File: src/rtl/rd_mem.sv
// Frame-buffer line reader: issues READ bursts for one display line and drains
// each 64-word burst from the DRAM controller read FIFO into the line FIFO.
module rd_mem #(
   parameter int DISP_HSTART = 0,
   parameter int DISP_VSTART = 0,
   parameter int NBURST      = 4
) (
   input  logic         cmd_clk,
   input  logic         rst_n,
   input  logic         calib_done,
   output logic         cmd_en,
   output logic [2:0]   cmd_instr,
   output logic [5:0]   cmd_bl,
   output logic [29:0]  cmd_byte_addr,
   input  logic         cmd_full,
   output logic         rd_en,
   input  logic [127:0] rd_data,
   input  logic         rd_empty,
   input  logic         rd_overflow,
   input  logic         rd_error,
   input  logic [1:0]   arb_state,
   input  logic         req,
   input  logic [10:0]  rline,
   input  logic         rsel,
   output logic [127:0] odata,
   output logic         owr_en,
   input  logic         ofull,
   output logic         busy,
   output logic         done,
   output logic         err,
   output logic [7:0]   debug
);

   localparam logic [2:0] S_IDLE = 3'd0;
   localparam logic [2:0] S_CMD  = 3'd1;
   localparam logic [2:0] S_RDD  = 3'd2;
   localparam logic [2:0] S_DONE = 3'd3;

   localparam logic [12:0] HSTART_BYTE = 13'(DISP_HSTART * 2);
   localparam logic [10:0] VSTART_LINE = 11'(DISP_VSTART);
   localparam logic [2:0]  LAST_BURST  = 3'(NBURST - 1);

   logic [2:0]  state;
   logic [10:0] line;
   logic        vsel;
   logic [12:0] hbyte;
   logic [2:0]  bcnt;
   logic [6:0]  wcnt;
   logic        grant;

   assign grant     = (arb_state == 2'b01) && !cmd_full;
   assign cmd_instr = 3'd1;
   assign cmd_bl    = 6'd63;

   // The address is composed straight from the line/hbyte registers, so it is
   // stable for the whole CMD state and reads 0 out of reset.
   assign cmd_byte_addr = {5'd0, vsel, line, hbyte};

   // NOTE: cmd_en and rd_en are combinational so the strobe and the FIFO status
   // it depends on are sampled by the controller on the same edge.
   assign cmd_en = calib_done && (state == S_CMD) && grant;
   assign rd_en  = calib_done && (state == S_RDD) && !rd_empty && !ofull && !wcnt[6];
   assign busy   = calib_done && ((state == S_CMD) || (state == S_RDD));
   assign done   = calib_done && (state == S_DONE);
   assign debug  = {err, busy, ofull, rd_empty, rd_en, state};

   // NOTE: all state uses non-blocking assignments so every register sees the
   // pre-edge value of every other register.
   always_ff @(posedge cmd_clk or negedge rst_n) begin
      if (!rst_n) begin
         state  <= S_IDLE;
         line   <= '0;
         vsel   <= 1'b0;
         hbyte  <= '0;
         bcnt   <= '0;
         wcnt   <= '0;
         owr_en <= 1'b0;
         odata  <= '0;
         err    <= 1'b0;
      end else if (!calib_done) begin
         state  <= S_IDLE;
         line   <= '0;
         vsel   <= 1'b0;
         hbyte  <= '0;
         bcnt   <= '0;
         wcnt   <= '0;
         owr_en <= 1'b0;
         odata  <= '0;
         err    <= 1'b0;
      end else begin
         owr_en <= rd_en;
         if (rd_en) odata <= rd_data;
         if (rd_overflow || rd_error) err <= 1'b1;

         case (state)
            S_IDLE: begin
               if (req) begin
                  line  <= rline + VSTART_LINE;
                  vsel  <= ~rsel;
                  hbyte <= HSTART_BYTE;
                  bcnt  <= '0;
                  wcnt  <= '0;
                  state <= S_CMD;
               end
            end
            S_CMD: begin
               if (grant) begin
                  wcnt  <= '0;
                  state <= S_RDD;
               end
            end
            S_RDD: begin
               if (rd_en) begin
                  wcnt <= wcnt + 7'd1;
               end else if (wcnt[6]) begin
                  // Burst fully drained: advance one 1 KiB burst along the line.
                  hbyte <= hbyte + 13'd1024;
                  bcnt  <= bcnt + 3'd1;
                  state <= (bcnt == LAST_BURST) ? S_DONE : S_CMD;
               end
            end
            S_DONE:  state <= S_IDLE;
            default: state <= S_IDLE;
         endcase
      end
   end

endmodule

File: config.mk
export PLATFORM = sky130hd
export DESIGN_NAME = rd_mem
export DESIGN_NICKNAME = d
export VERILOG_FILES = /design/src/rtl/rd_mem.sv
export SDC_FILE = /design/constraint.sdc
export NUM_CORES = 1
export LEC_CHECK = 0
export BUFFER_PORTS_ARGS = -buffer_cell sky130_fd_sc_hd__clkbuf_2
export CAP_MARGIN = 0
export CORE_UTILIZATION = 33
export DETAILED_ROUTE_END_ITERATION = 10
export PLACE_DENSITY_LB_ADDON = 0.05
export SYNTH_ARGS = -nofsm -noshare
export SYNTH_HDL_FRONTEND = slang
export SYNTH_SLANG_ARGS = --single-unit
File: constraint.sdc
create_clock -name cmd_clk -period 2 [get_ports cmd_clk]
set_input_delay 0.2 -clock cmd_clk [delete_from_list [all_inputs] [get_ports cmd_clk]]
set_output_delay 0.2 -clock cmd_clk [all_outputs]
set_load 0.02 [all_outputs]
== Word level (Yosys, flattened, before mapping) ==
Index checks and enable logic that the tools add are counted.
Word-level totals
  output and inout port bits: 181
  word-level logic and storage cells: 82
  bits of input ports: 151
  register bits: 168
Operators by class
  equal/unequal tests: 16
  add/subtract/negate cells: 3
  bitwise operators: 1
  reductions and logical operators: 20
  multiplexer cells: 33
Operator list (number)
  128-bit two-way mux: 2
  13-bit two-way mux: 4
  11-bit two-way mux: 3
  7-bit two-way mux: 4
  3-bit two-way mux: 9
  13-bit one-hot mux with 2 select lines: 1
  7-bit one-hot mux with 3 select lines: 1
  3-bit != test, second input constant: 5
  13-bit by 11-bit adder with 13-bit output, second input constant: 1
  4-bit AND reduction: 3
  3-bit by 2-bit equality test with 1-bit output, second input constant: 3
  1-bit logical AND: 9
  3-bit one-hot mux with 3 select lines: 1
  2-bit by 1-bit != test with 1-bit output, second input constant: 4
  7-bit by 1-bit adder with 7-bit output, second input constant: 1
  1-bit two-way mux: 6
  3-bit one-hot mux with 2 select lines: 1
  1-bit zero test: 4
  4-bit by 1-bit != test with 1-bit output, second input constant: 1
  3-bit by 1-bit adder with 3-bit output, second input constant: 1
  3-bit by 1-bit equality test with 1-bit output, second input constant: 1
  3-bit zero test: 1
  3-bit by 1-bit != test with 1-bit output, second input constant: 1
  2-bit by 1-bit equality test with 1-bit output, second input constant: 1
  4 further kinds: 5

== Logic depth before layout (Yosys ltp) ==
Gate-level depths: netlist (run 1).
  depth after elaboration: 8
  depth in mapped cells: 10
  mapped depth without buffers: 6

== Least setup slack after synthesis (run 1) ==
Ideal clock, no wire load.
  kind: reg2out
  start point: register state[0]
  end point: output debug[3]
  path slack: -67 ps
  arrival: 1867 ps
  cell stages (with the launch flop): 10
  required time: 1800 ps
  buffers on the path: 5
  cells stage by stage: dfrtp_1 inv_1 ha_1 nand2_1 and2b_1 buf_4 buf_6 buf_8 buf_6 buf_4
On the way
  cells in the longest elaborated chain, start to end: 5
Ends and longest elaborated chain
  start, declared: RTL line 43  | logic [2:0] state;
  start signal, assigned: RTL line 119  | state <= (bcnt == LAST_BURST) ? S_DONE : S_CMD;
  3-bit by 2-bit equality test with 1-bit output: RTL line 62  | assign rd_en = calib_done && (state == S_RDD) && !rd_empty && !ofull && !wcnt[6];
  1-bit logical AND (4 in series): RTL line 62
  end, declared: RTL line 31  | output logic [7:0] debug
Every way passes these cells.

== Worst setup path after layout (run 1) ==
  start point: register state[0]
  end point: output rd_en
On the way
  cells in the longest elaborated chain, start to end: 5
Ends and longest elaborated chain
  3-bit by 2-bit equality test with 1-bit output: RTL line 62
  1-bit logical AND (4 in series): RTL line 62
  end, declared: RTL line 16  | output logic rd_en,
Every way passes these cells.

==> flow_metrics.env, run 1 <==
export IMPL_ctsLongestPathBuffers=2
export IMPL_cts_tree="yes"
export IMPL_final_util=0.522
export IMPL_r2r_cells=6
export IMPL_rr_endpoint="wcnt[0]$_DFFE_PN0P_"
export IMPL_rows=52
export IMPL_port_buffers=306
export IMPL_dpl_hpwl_um=13100
export IMPL_postLayoutCellArea_mm2=0.0106
export IMPL_antenna_left=0
export IMPL_synthesis_area_mm2=0.00682
export IMPL_setup_slack_ns=0.0826
export IMPL_crit_path_start_kind="flip-flop"
export IMPL_avgSynthCellArea_um2=9.23
export IMPL_min_to="odata[109]$_DFFE_PN0P_"
export IMPL_placed_area_mm2=0.00849
export IMPL_grt_pass1_vias=6362
export IMPL_drv_cap=0
export IMPL_fin_setup_tns_ns=0
export IMPL_io_pins=332
export IMPL_netlist_area_leader_share=0.576
export IMPL_overflow=0
export IMPL_critical_path_required_ns=1.80
export IMPL_grt_pass1_wl_um=32300
export IMPL_synth_area_leaders="dfrtp_1 (58%), nand2_1 (16%), o21ai_1 (6.0%), o21ai_0 (4.5%), buf_4 (3.6%)"
export IMPL_drt_iter0_drc=301
export IMPL_cp_slowest_cell="dfrtp_2"
export IMPL_hp_start="rd_data[109]"
export IMPL_core_mm2=0.0202
export IMPL_maxSlewHeadroom=0.448
export IMPL_drive_gt1_frac=0.317
export IMPL_arrival_ns=1.72
export IMPL_hold_depth=3
export IMPL_synth_cell_types=40
export IMPL_worst_path_buf_inv=3
export IMPL_final_setup_viol_count=0
export IMPL_drc_errors=0
export IMPL_worst_slew_pin_slew_ns=0.828
export IMPL_clkSinkCount=157
export IMPL_irDropWorstVdd_v=0.000478
export IMPL_clk_pin_slew_ns=0.07
export IMPL_dominantRegCellSynth="dfrtp_1"
export IMPL_antenna_found_initial=0
export IMPL_final_nets=1332
export IMPL_synth_edf_count=0
export IMPL_post_route_min_period_ns=1.92
export IMPL_die_w_um=146
export IMPL_finalCritPeriodShare=0.959
export IMPL_rr_startpoint="state[0]$_DFFE_PN0P_"
export IMPL_wl_per_cell_um=13.5
export IMPL_n_antenna_cell=0
export IMPL_cp_max_fo=10
export IMPL_seq_area_mm2=0.00393
export IMPL_slew_viol_final=0
export IMPL_dp_slack_ns=0.115
export IMPL_hold_slack_ns=0.0196
export IMPL_synth_commonest_cells="nand2_1 (287), dfrtp_1 (157), o21ai_1 (82)"
export IMPL_finalPower_mw=8.18
export IMPL_yosysMostFrequentCell="nand2_1"
export IMPL_min_path_type="primary input to flip-flop"
export IMPL_finalHoldViolCount=0
export IMPL_cts_htree_levels=4
export IMPL_routed_via_density=4.39
export IMPL_synth_area_leader_cell="dfrtp_1"
export IMPL_cp_top_family="flip-flops"
export IMPL_ys_ff_latch=157
export IMPL_clock_fmax_mhz=522
export IMPL_fp_dieArea_mm2=0.0213
export IMPL_cpPeakStageDelay_ns=0.43
export IMPL_grt_max_degree=75
export IMPL_fin_skew_ns=0.0121
export IMPL_async_flop_share=1.00
export IMPL_status="finished, final reports clean"
export IMPL_area_growth_synth_to_final_pct=54.8
export IMPL_gp_congestion=0.752
export IMPL_dp_cells=1279
export IMPL_ys_seq_area_frac=0.576
export IMPL_routed_wl_um=19700
export IMPL_crit_path_end_kind="output pin"
export IMPL_n_fill_cell=1927
export IMPL_cellPowerDensity_mw_per_mm2=775
export IMPL_cts_made_buffers=17
export IMPL_ctsRootBufferMaster="clkbuf_16"
export IMPL_die_h_um=146
export IMPL_multi_input_area_mm2=0.00245
export IMPL_cellLeakagePower_nw=5.29
export IMPL_crit_type="flip-flop to output pin"
export IMPL_path_cells="inv_4 > ha_4 > nand2_2 > and2b_4 > buf_12 > clkbuf_4"
export IMPL_synth_cells=739
export IMPL_grt_util_all_layers=0.190
export IMPL_yosysWarnings=0
export IMPL_regToRegSetupSlack_ns=0.11
export IMPL_insertion_delay_ns=0.42
export IMPL_drtPass1Iterations=4
export IMPL_via_count=6394
export IMPL_instances_no_fill=1456
export IMPL_start_util=0.337
## per-layer routing
| metal | share of wire | GRT usage | vias to the layer above |
|---|---|---|---|
| met3 | 0.063 | 0.0580 | 24 |
| met4 | 0.019 | 0.0621 | 0 |
| met2 | 0.49 | 0.320 | 196 |
| met5 | 0 | 0 | - |
| li1 | - | - | 3226 |
| met1 | 0.43 | 0.231 | 2948 |
## flip-flops by register name (all words and copies together) (netlist names)
signal,flops
hbyte,3
err,1
owr_en,1
bcnt,3
line,11
odata,128
wcnt,7
state,2
vsel,1
## what timing repair did
item | CTS | global route
hold endpoints to repair | 169 | 0
hold buffers | 141 | 0
gates cloned | 0 | 1
buffers inserted | 2 | 1
resized for setup | 9 | 7
endpoints found under the setup margin | 2 | 11
## how the worst max path moves through the flow
stage                         start                   to  slack, ns  cells after the start
3_3_place_gp   state[1]$_DFFE_PN0P_  wcnt[0]$_DFFE_PN0P_       0.08                      6
2_1_floorplan  state[0]$_DFFE_PN0P_             debug[3]       0.02                      9
6_report       state[0]$_DFFE_PN0P_                rd_en       0.08                      6
4_1_cts        state[0]$_DFFE_PN0P_                rd_en      0.003                      6
3_5_place_dp   state[1]$_DFFE_PN0P_  wcnt[0]$_DFFE_PN0P_       0.12                      6
5_1_grt        state[0]$_DFFE_PN0P_             debug[3]     -0.004                      6
## where the power goes
group          internal, mW  switching, mW  leakage (nW)
Clock                  1.68           1.44         0.283
Combinational         0.704          0.943          2.83
Sequential             3.32         0.0944          2.18
Total                  5.70           2.48          5.29
## cells in the final DEF (no fill, tap or decap), types with 2 or more instances in the layout
cell type | Yosys | routed
clkbuf_16 | 0 | 18
clkbuf_4 | 0 | 2
a21oi_1 | 3 | 3
clkinv_2 | 0 | 2
a31oi_1 | 2 | 2
nand3_1 | 3 | 3
clkinv_4 | 0 | 2
o31ai_1 | 2 | 2
dfrtp_1 | 157 | 155
mux2i_1 | 2 | 2
nor2_1 | 2 | 2
a211oi_2 | 3 | 3
a22o_1 | 2 | 2
and3_1 | 2 | 2
inv_6 | 0 | 7
dlygate4sd3_1 | 0 | 141
nand2_1 | 287 | 286
o21ai_0 | 61 | 61
inv_8 | 0 | 3
inv_1 | 4 | 3
and2_1 | 6 | 5
buf_12 | 0 | 8
o31a_1 | 2 | 2
o21ai_1 | 82 | 82
dfrtp_2 | 0 | 2
buf_4 | 33 | 17
ha_1 | 8 | 6
clkbuf_2 | 4 | 301
a21boi_0 | 11 | 11
nor2b_1 | 5 | 4
conb_1 | 2 | 25
## worst register-to-register path: cells and delay by family (launching register included)
kind / cells / cell delay, ns
AOI/OAI and AO/OA: 3 / 0.79
adders and majority gates: 1 / 0.21
buffers and inverters: 1 / 0.16
DFF: 1 / 0.43
and+or+nand+nor: 1 / 0.17
## final cells by class
type                            instances  area share
Inverter                                4     0.00166
Clock inverter                         14      0.0116
Sequential cell                       157       0.372
Multi-Input combinational cell        522       0.232
Clock buffer                           18      0.0416
Tap cell                              270      0.0320
Timing Repair Buffer                  471       0.308
## cells by family after synthesis
family                     share of synthesized area
other                                        0.00110
DFF                                            0.576
muxes                                        0.00293
buffers and inverters                         0.0807
adders and majority gates                     0.0147
AOI/OAI and AO/OA                              0.138
and+or+nand+nor                                0.187
(Power assumes the default switching activity.)
==> run 2: changes to the inputs <==
--- a/config.mk
+++ b/config.mk
@@ -11,2 +11,3 @@
 export DETAILED_ROUTE_END_ITERATION = 10
+export HOLD_SLACK_MARGIN = 0.02
 export PLACE_DENSITY_LB_ADDON = 0.05
--- a/constraint.sdc
+++ b/constraint.sdc
@@ -3,2 +3,2 @@
 set_output_delay 0.2 -clock cmd_clk [all_outputs]
-set_load 0.02 [all_outputs]
+set_load 0.005 [all_outputs]
==> run 2 against run 1 <==
Net effect:
- sequential power hardly changed
- via count is 0.27% higher
- clock skew is 0.0024 ns lower
- utilization is 0.15 points higher
- clock power hardly changed
- global-route usage is 0.14 points higher
- non-clock buffer count is 1 higher
- register-to-register slack better by 0.06 ns
- sequential share of layout area is 0.12 points lower
- critical path depth stayed put
- die area stayed put
- largest cell class unchanged
==> flow_metrics.env, run 2 (synthesized netlist as in run 1, its figures left out) <==
export IMPL_dp_cells=1279
export IMPL_hold_slack_ns=0.108
export IMPL_regToRegSetupSlack_ns=0.17
export IMPL_dpl_hpwl_um=13300
export IMPL_area_growth_synth_to_final_pct=55.2
export IMPL_routed_wl_um=20000
export IMPL_drive_gt1_frac=0.314
export IMPL_drt_iter0_drc=271
export IMPL_grt_max_degree=80
export IMPL_arrival_ns=1.72
export IMPL_instances_no_fill=1457
export IMPL_crit_path_start_kind="flip-flop"
export IMPL_drc_errors=0
export IMPL_drv_cap=0
export IMPL_finalHoldViolCount=0
export IMPL_clock_fmax_mhz=521
export IMPL_drtPass1Iterations=6
export IMPL_antenna_left=0
export IMPL_cp_max_fo=18
export IMPL_critical_path_required_ns=1.80
export IMPL_cellLeakagePower_nw=5.29
export IMPL_routed_via_density=4.40
export IMPL_fp_dieArea_mm2=0.0213
export IMPL_slew_viol_final=0
export IMPL_ctsRootBufferMaster="clkbuf_16"
export IMPL_irDropWorstVdd_v=0.000479
export IMPL_grt_util_all_layers=0.191
export IMPL_grt_pass1_vias=6398
export IMPL_start_util=0.337
export IMPL_worst_slew_pin_slew_ns=0.735
export IMPL_clkSinkCount=157
export IMPL_io_pins=332
export IMPL_via_count=6411
export IMPL_cts_tree="yes"
export IMPL_layout_common_cells="clkbuf_2 (304), nand2_1 (286), dfrtp_1 (156)"
export IMPL_grt_pass1_wl_um=32500
export IMPL_n_antenna_cell=0
export IMPL_final_common_cell="clkbuf_2"
export IMPL_final_nets=1333
export IMPL_cts_htree_levels=4
export IMPL_crit_type="flip-flop to output pin"
export IMPL_antenna_found_initial=0
export IMPL_clk_pin_slew_ns=0.07
export IMPL_insertion_delay_ns=0.42
export IMPL_min_path_type="primary input to flip-flop"
export IMPL_largest_register_ffs=128
export IMPL_core_mm2=0.0202
export IMPL_n_fill_cell=1913
export IMPL_finalCritPeriodShare=0.960
export IMPL_port_buffers=306
export IMPL_overflow=0
export IMPL_rsz0062_at_grt="false"
export IMPL_wl_per_cell_um=13.7
export IMPL_status="finished, final reports clean"
export IMPL_largest_register="odata"
export IMPL_cts_made_buffers=17
export IMPL_crit_path_end_kind="output pin"
export IMPL_post_route_min_period_ns=1.92
export IMPL_final_setup_viol_count=0
export IMPL_die_w_um=146
export IMPL_rows=52
export IMPL_maxSlewHeadroom=0.510
export IMPL_fin_setup_tns_ns=0
export IMPL_top_regs="odata: 128 flops, line: 11 flops, wcnt: 7 flops"
export IMPL_die_h_um=146
export IMPL_ctsLongestPathBuffers=2
export IMPL_fin_skew_ns=0.00970
export IMPL_gp_congestion=0.768
export IMPL_cellPowerDensity_mw_per_mm2=749
==> run 2: cell count changes in the layout (fill, tap and decap cells not counted), sizes merged <==
cell,change
buf,-1
bufbuf,+1
clkinvlp,+3
dlygate4sd3,+1
inv,-3
==> run 2: layout make-up <==
| class | instances | area (um2) | area share |
|---|---|---|---|
| flip-flops and latches | 157 | 3930 | 0.371 |
| clock buffers | 18 | 439 | 0.0415 |
| well taps | 270 | 338 | 0.0319 |
| multi-input cells | 522 | 2440 | 0.230 |
| repair buffers | 472 | 3300 | 0.312 |
| clock inverters | 14 | 125 | 0.0118 |
| inverters | 4 | 15.0 | 0.00142 |
==> run 2: power breakdown <==
group	switching, mW	internal (mW)	leakage [nW]
Combinational	0.705	0.693	2.84
Sequential	0.0912	3.32	2.18
Clock	1.45	1.67	0.271
==> run 2: worst paths after layout <==
kind | start | to | cells after the start
setup / recovery | state[0]$_DFFE_PN0P_ | rd_en | 6
hold / removal | rsel | vsel$_DFFE_PN0P_ | 3
max in group asynchronous | rst_n | state[1]$_DFFE_PN0P_ | 3
hold reg to reg | wcnt[5]$_DFFE_PN0P_ | wcnt[5]$_DFFE_PN0P_ | 1
setup reg to reg | state[0]$_DFFE_PN0P_ | wcnt[0]$_DFFE_PN0P_ | 6
min in group asynchronous | rst_n | odata[32]$_DFFE_PN0P_ | 2
==> run 2: worst max-delay path: stages (launching register included) <==
cell	delay, ns
dfrtp_1	0.40
inv_2	0.08
ha_2	0.19
nand2_2	0.08
and2b_4	0.29
buf_12	0.14
clkbuf_2	0.12
==> run 2: timing repair <==
| action | in CTS | in global routing |
|---|---|---|
| endpoints found under the setup margin | 2 | 6 |
| resized for setup | 0 | 5 |
| endpoints found under the hold margin | 217 | 0 |
| pin swaps | 0 | 1 |
| cloned | 1 | 0 |
| setup buffers | 3 | 0 |
| hold buffers | 142 | 0 |
==> run 2: through the flow <==
step | utilization | cell area [um2] | total power, mW | worst slack (ns)
6_report | 0.523 | 10600 | 7.93 | 0.0808
5_1_grt | 0.523 | 10600 | 8.34 | 0.00359
4_1_cts | 0.523 | 10600 | 8.04 | 0.0169
3_5_place_dp | 0.422 | 8540 | 4.63 | 0.128
3_3_place_gp | 0.422 | 8540 | 4.63 | 0.178
2_1_floorplan | - | 6910 | 4.10 | 0.105
==> run 2: layer usage <==
layer  vias to the layer above  share of wire  global-route usage  routed length [um]
met4                         0          0.021              0.0674                 425
met5                         -              0                   0                   0
li1                       3225              -                   -                   -
met2                       212           0.50               0.317                9990
met1                      2942           0.42               0.239                8470
met3                        32          0.057              0.0533                1140
==> run 3: changes to the inputs <==
==> constraint.sdc (replaced) <==
create_clock -name cmd_clk -period 2.3 [get_ports cmd_clk]
set_input_delay 0.23 -clock cmd_clk [delete_from_list [all_inputs] [get_ports cmd_clk]]
set_output_delay 0.23 -clock cmd_clk [all_outputs]
set_load 0.1 [all_outputs]
==> run 3 against run 2 <==
Net effect:
- clock-buffer cell count is 1 higher
- critical endpoint is now debug[3]
- largest power group unchanged
- first-iteration DRC count is 12% higher
- register-to-register slack better by 0.12 ns
- worst hold slack worse by 0.071 ns
- cell count down 2.5%
- sequential power shrank 13%
- sequential share of layout area rose by 1.1 points
- highest routed layer unchanged
- non-clock buffer count down 34
==> flow_metrics.env, run 3 (synthesized netlist as in run 1, its figures left out) <==
export IMPL_setup_slack_ns=0.147
export IMPL_dp_slack_ns=0.226
export IMPL_placed_area_mm2=0.00856
export IMPL_dpl_hpwl_um=13100
export IMPL_antenna_left=0
export IMPL_worst_slew_pin_slew_ns=0.831
export IMPL_arrival_ns=1.92
export IMPL_rows=52
export IMPL_grt_util_all_layers=0.183
export IMPL_path_cells="inv_2 > ha_4 > nand2_2 > and2b_4 > buf_12 > buf_12"
export IMPL_critical_path_required_ns=2.07
export IMPL_drive_gt1_frac=0.320
export IMPL_cp_max_fo=13
export IMPL_routed_via_density=4.37
export IMPL_clk_pin_slew_ns=0.06
export IMPL_io_pins=332
export IMPL_final_common_cell="clkbuf_2"
export IMPL_min_path_type="primary input to flip-flop"
export IMPL_post_route_min_period_ns=2.15
export IMPL_fin_skew_ns=0.0112
export IMPL_maxSlewHeadroom=0.446
export IMPL_grt_pass1_vias=6087
export IMPL_final_setup_viol_count=0
export IMPL_crit_top_cell="buf_12"
export IMPL_fp_dieArea_mm2=0.0213
export IMPL_fin_setup_tns_ns=0
export IMPL_cellPowerDensity_mw_per_mm2=802
export IMPL_top_regs="odata: 128 flops, line: 11 flops, wcnt: 7 flops"
export IMPL_start_util=0.337
export IMPL_cts_tree="yes"
export IMPL_crit_path_end_kind="output pin"
export IMPL_drv_cap=0
export IMPL_irDropWorstVdd_v=0.000466
export IMPL_die_h_um=146
export IMPL_largest_register="odata"
export IMPL_grt_pass1_wl_um=31000
export IMPL_slew_viol_final=0
export IMPL_wl_per_cell_um=13.6
export IMPL_area_growth_synth_to_final_pct=51.1
export IMPL_cp_top_family="flip-flops"
export IMPL_routed_wl_um=19400
export IMPL_cts_htree_levels=4
export IMPL_grt_max_degree=91
export IMPL_clock_fmax_mhz=464
export IMPL_cpPeakStageDelay_ns=0.50
export IMPL_drc_errors=0
export IMPL_n_antenna_cell=0
export IMPL_n_fill_cell=1951
export IMPL_cellLeakagePower_nw=5.16
export IMPL_final_nets=1299
export IMPL_antenna_found_initial=0
export IMPL_gp_congestion=0.754
export IMPL_postLayoutCellArea_mm2=0.0103
export IMPL_status="finished, final reports clean"
export IMPL_insertion_delay_ns=0.42
export IMPL_via_count=6205
export IMPL_clkSinkCount=157
export IMPL_die_w_um=146
export IMPL_largest_register_ffs=128
export IMPL_port_buffers=306
export IMPL_layout_common_cells="clkbuf_2 (301), nand2_1 (286), dfrtp_1 (155)"
export IMPL_finalHoldViolCount=0
export IMPL_cp_slowest_cell="dfrtp_4"
export IMPL_ctsRootBufferMaster="clkbuf_16"
export IMPL_crit_type="flip-flop to output pin"
export IMPL_core_mm2=0.0202
export IMPL_final_util=0.509
export IMPL_crit_path_start_kind="flip-flop"
export IMPL_drtPass1Iterations=4
export IMPL_overflow=0
export IMPL_drt_iter0_drc=304
export IMPL_finalCritPeriodShare=0.936
export IMPL_cts_made_buffers=17
export IMPL_rsz0062_at_grt="false"
export IMPL_worst_path_buf_inv=3
export IMPL_ctsLongestPathBuffers=2
[run 3: cell count changes in the layout (fill, tap and decap cells not counted), sizes merged, moves of 2 or more]
cell / delta
inv: -6
clkbuf: -2
dlygate4sd3: -29
bufinv: +3
[run 3: worst register-to-register path: stages (launching register included)]
cell and delay (ns):
dfrtp_4 0.50, inv_2 0.11, ha_4 0.18, nand2_2 0.10, and2b_4 0.29, buf_4 0.19, buf_12 0.33, o21ai_0 0.18
[run 3: worst paths after layout]
kind | from | to | slack, ns | cells past startpoint
worst max-delay path | state[0]$_DFFE_PN0P_ | debug[3] | 0.15 | 6
worst max register to register | state[0]$_DFFE_PN0P_ | odata[50]$_DFFE_PN0P_ | 0.29 | 7
worst min-delay path | rd_data[50] | odata[50]$_DFFE_PN0P_ | 0.04 | 3
worst min register to register | wcnt[5]$_DFFE_PN0P_ | wcnt[5]$_DFFE_PN0P_ | 0.48 | 1
max in group asynchronous | rst_n | wcnt[2]$_DFFE_PN0P_ | 1.34 | 3
min in group asynchronous | rst_n | state[1]$_DFFE_PN0P_ | 0.27 | 2
[run 3: per-layer routing]
metal	vias to the layer above	global-route usage	share of wire	wire, um
met1	2816	0.229	0.44	8540
met3	20	0.0505	0.064	1240
met2	222	0.302	0.48	9270
li1	3147	-	-	-
met5	-	0	0	0
met4	0	0.0695	0.017	329
[run 3: final cells by class]
cell class / count / area (um2) / area share
clock inverters: 11 / 143 / 0.0138
flip-flops and latches: 157 / 3940 / 0.382
clock buffers: 19 / 453 / 0.0439
multi-input cells: 522 / 2450 / 0.238
well taps: 270 / 338 / 0.0328
inverters: 4 / 15.0 / 0.00146
repair buffers: 438 / 2970 / 0.288
[run 3: metrics by stage]
stage	cells	hold WS, ns	total power, mW
4_1_cts	1421	0.0207	8.37
2_1_floorplan	762	-0.0656	4.82
3_3_place_gp	1277	0.155	5.29
6_report	1421	0.0375	8.27
5_1_grt	1421	0.0243	8.62
3_5_place_dp	1277	0.152	5.28
[run 3: timing repair]
item | 4_1_cts | 5_1_grt
gates resized for setup | 1 | 2
hold endpoints to repair | 144 | 0
buffers inserted | 1 | 0
hold buffers | 113 | 0
endpoints found under the setup margin | 2 | 2
[run 3: power by group]
group	internal (mW)	total (mW)	leakage [nW]	switching [mW]
Clock	1.75	2.88	0.291	1.13
Sequential	2.90	2.98	2.18	0.0853
Combinational	0.546	2.40	2.69	1.86
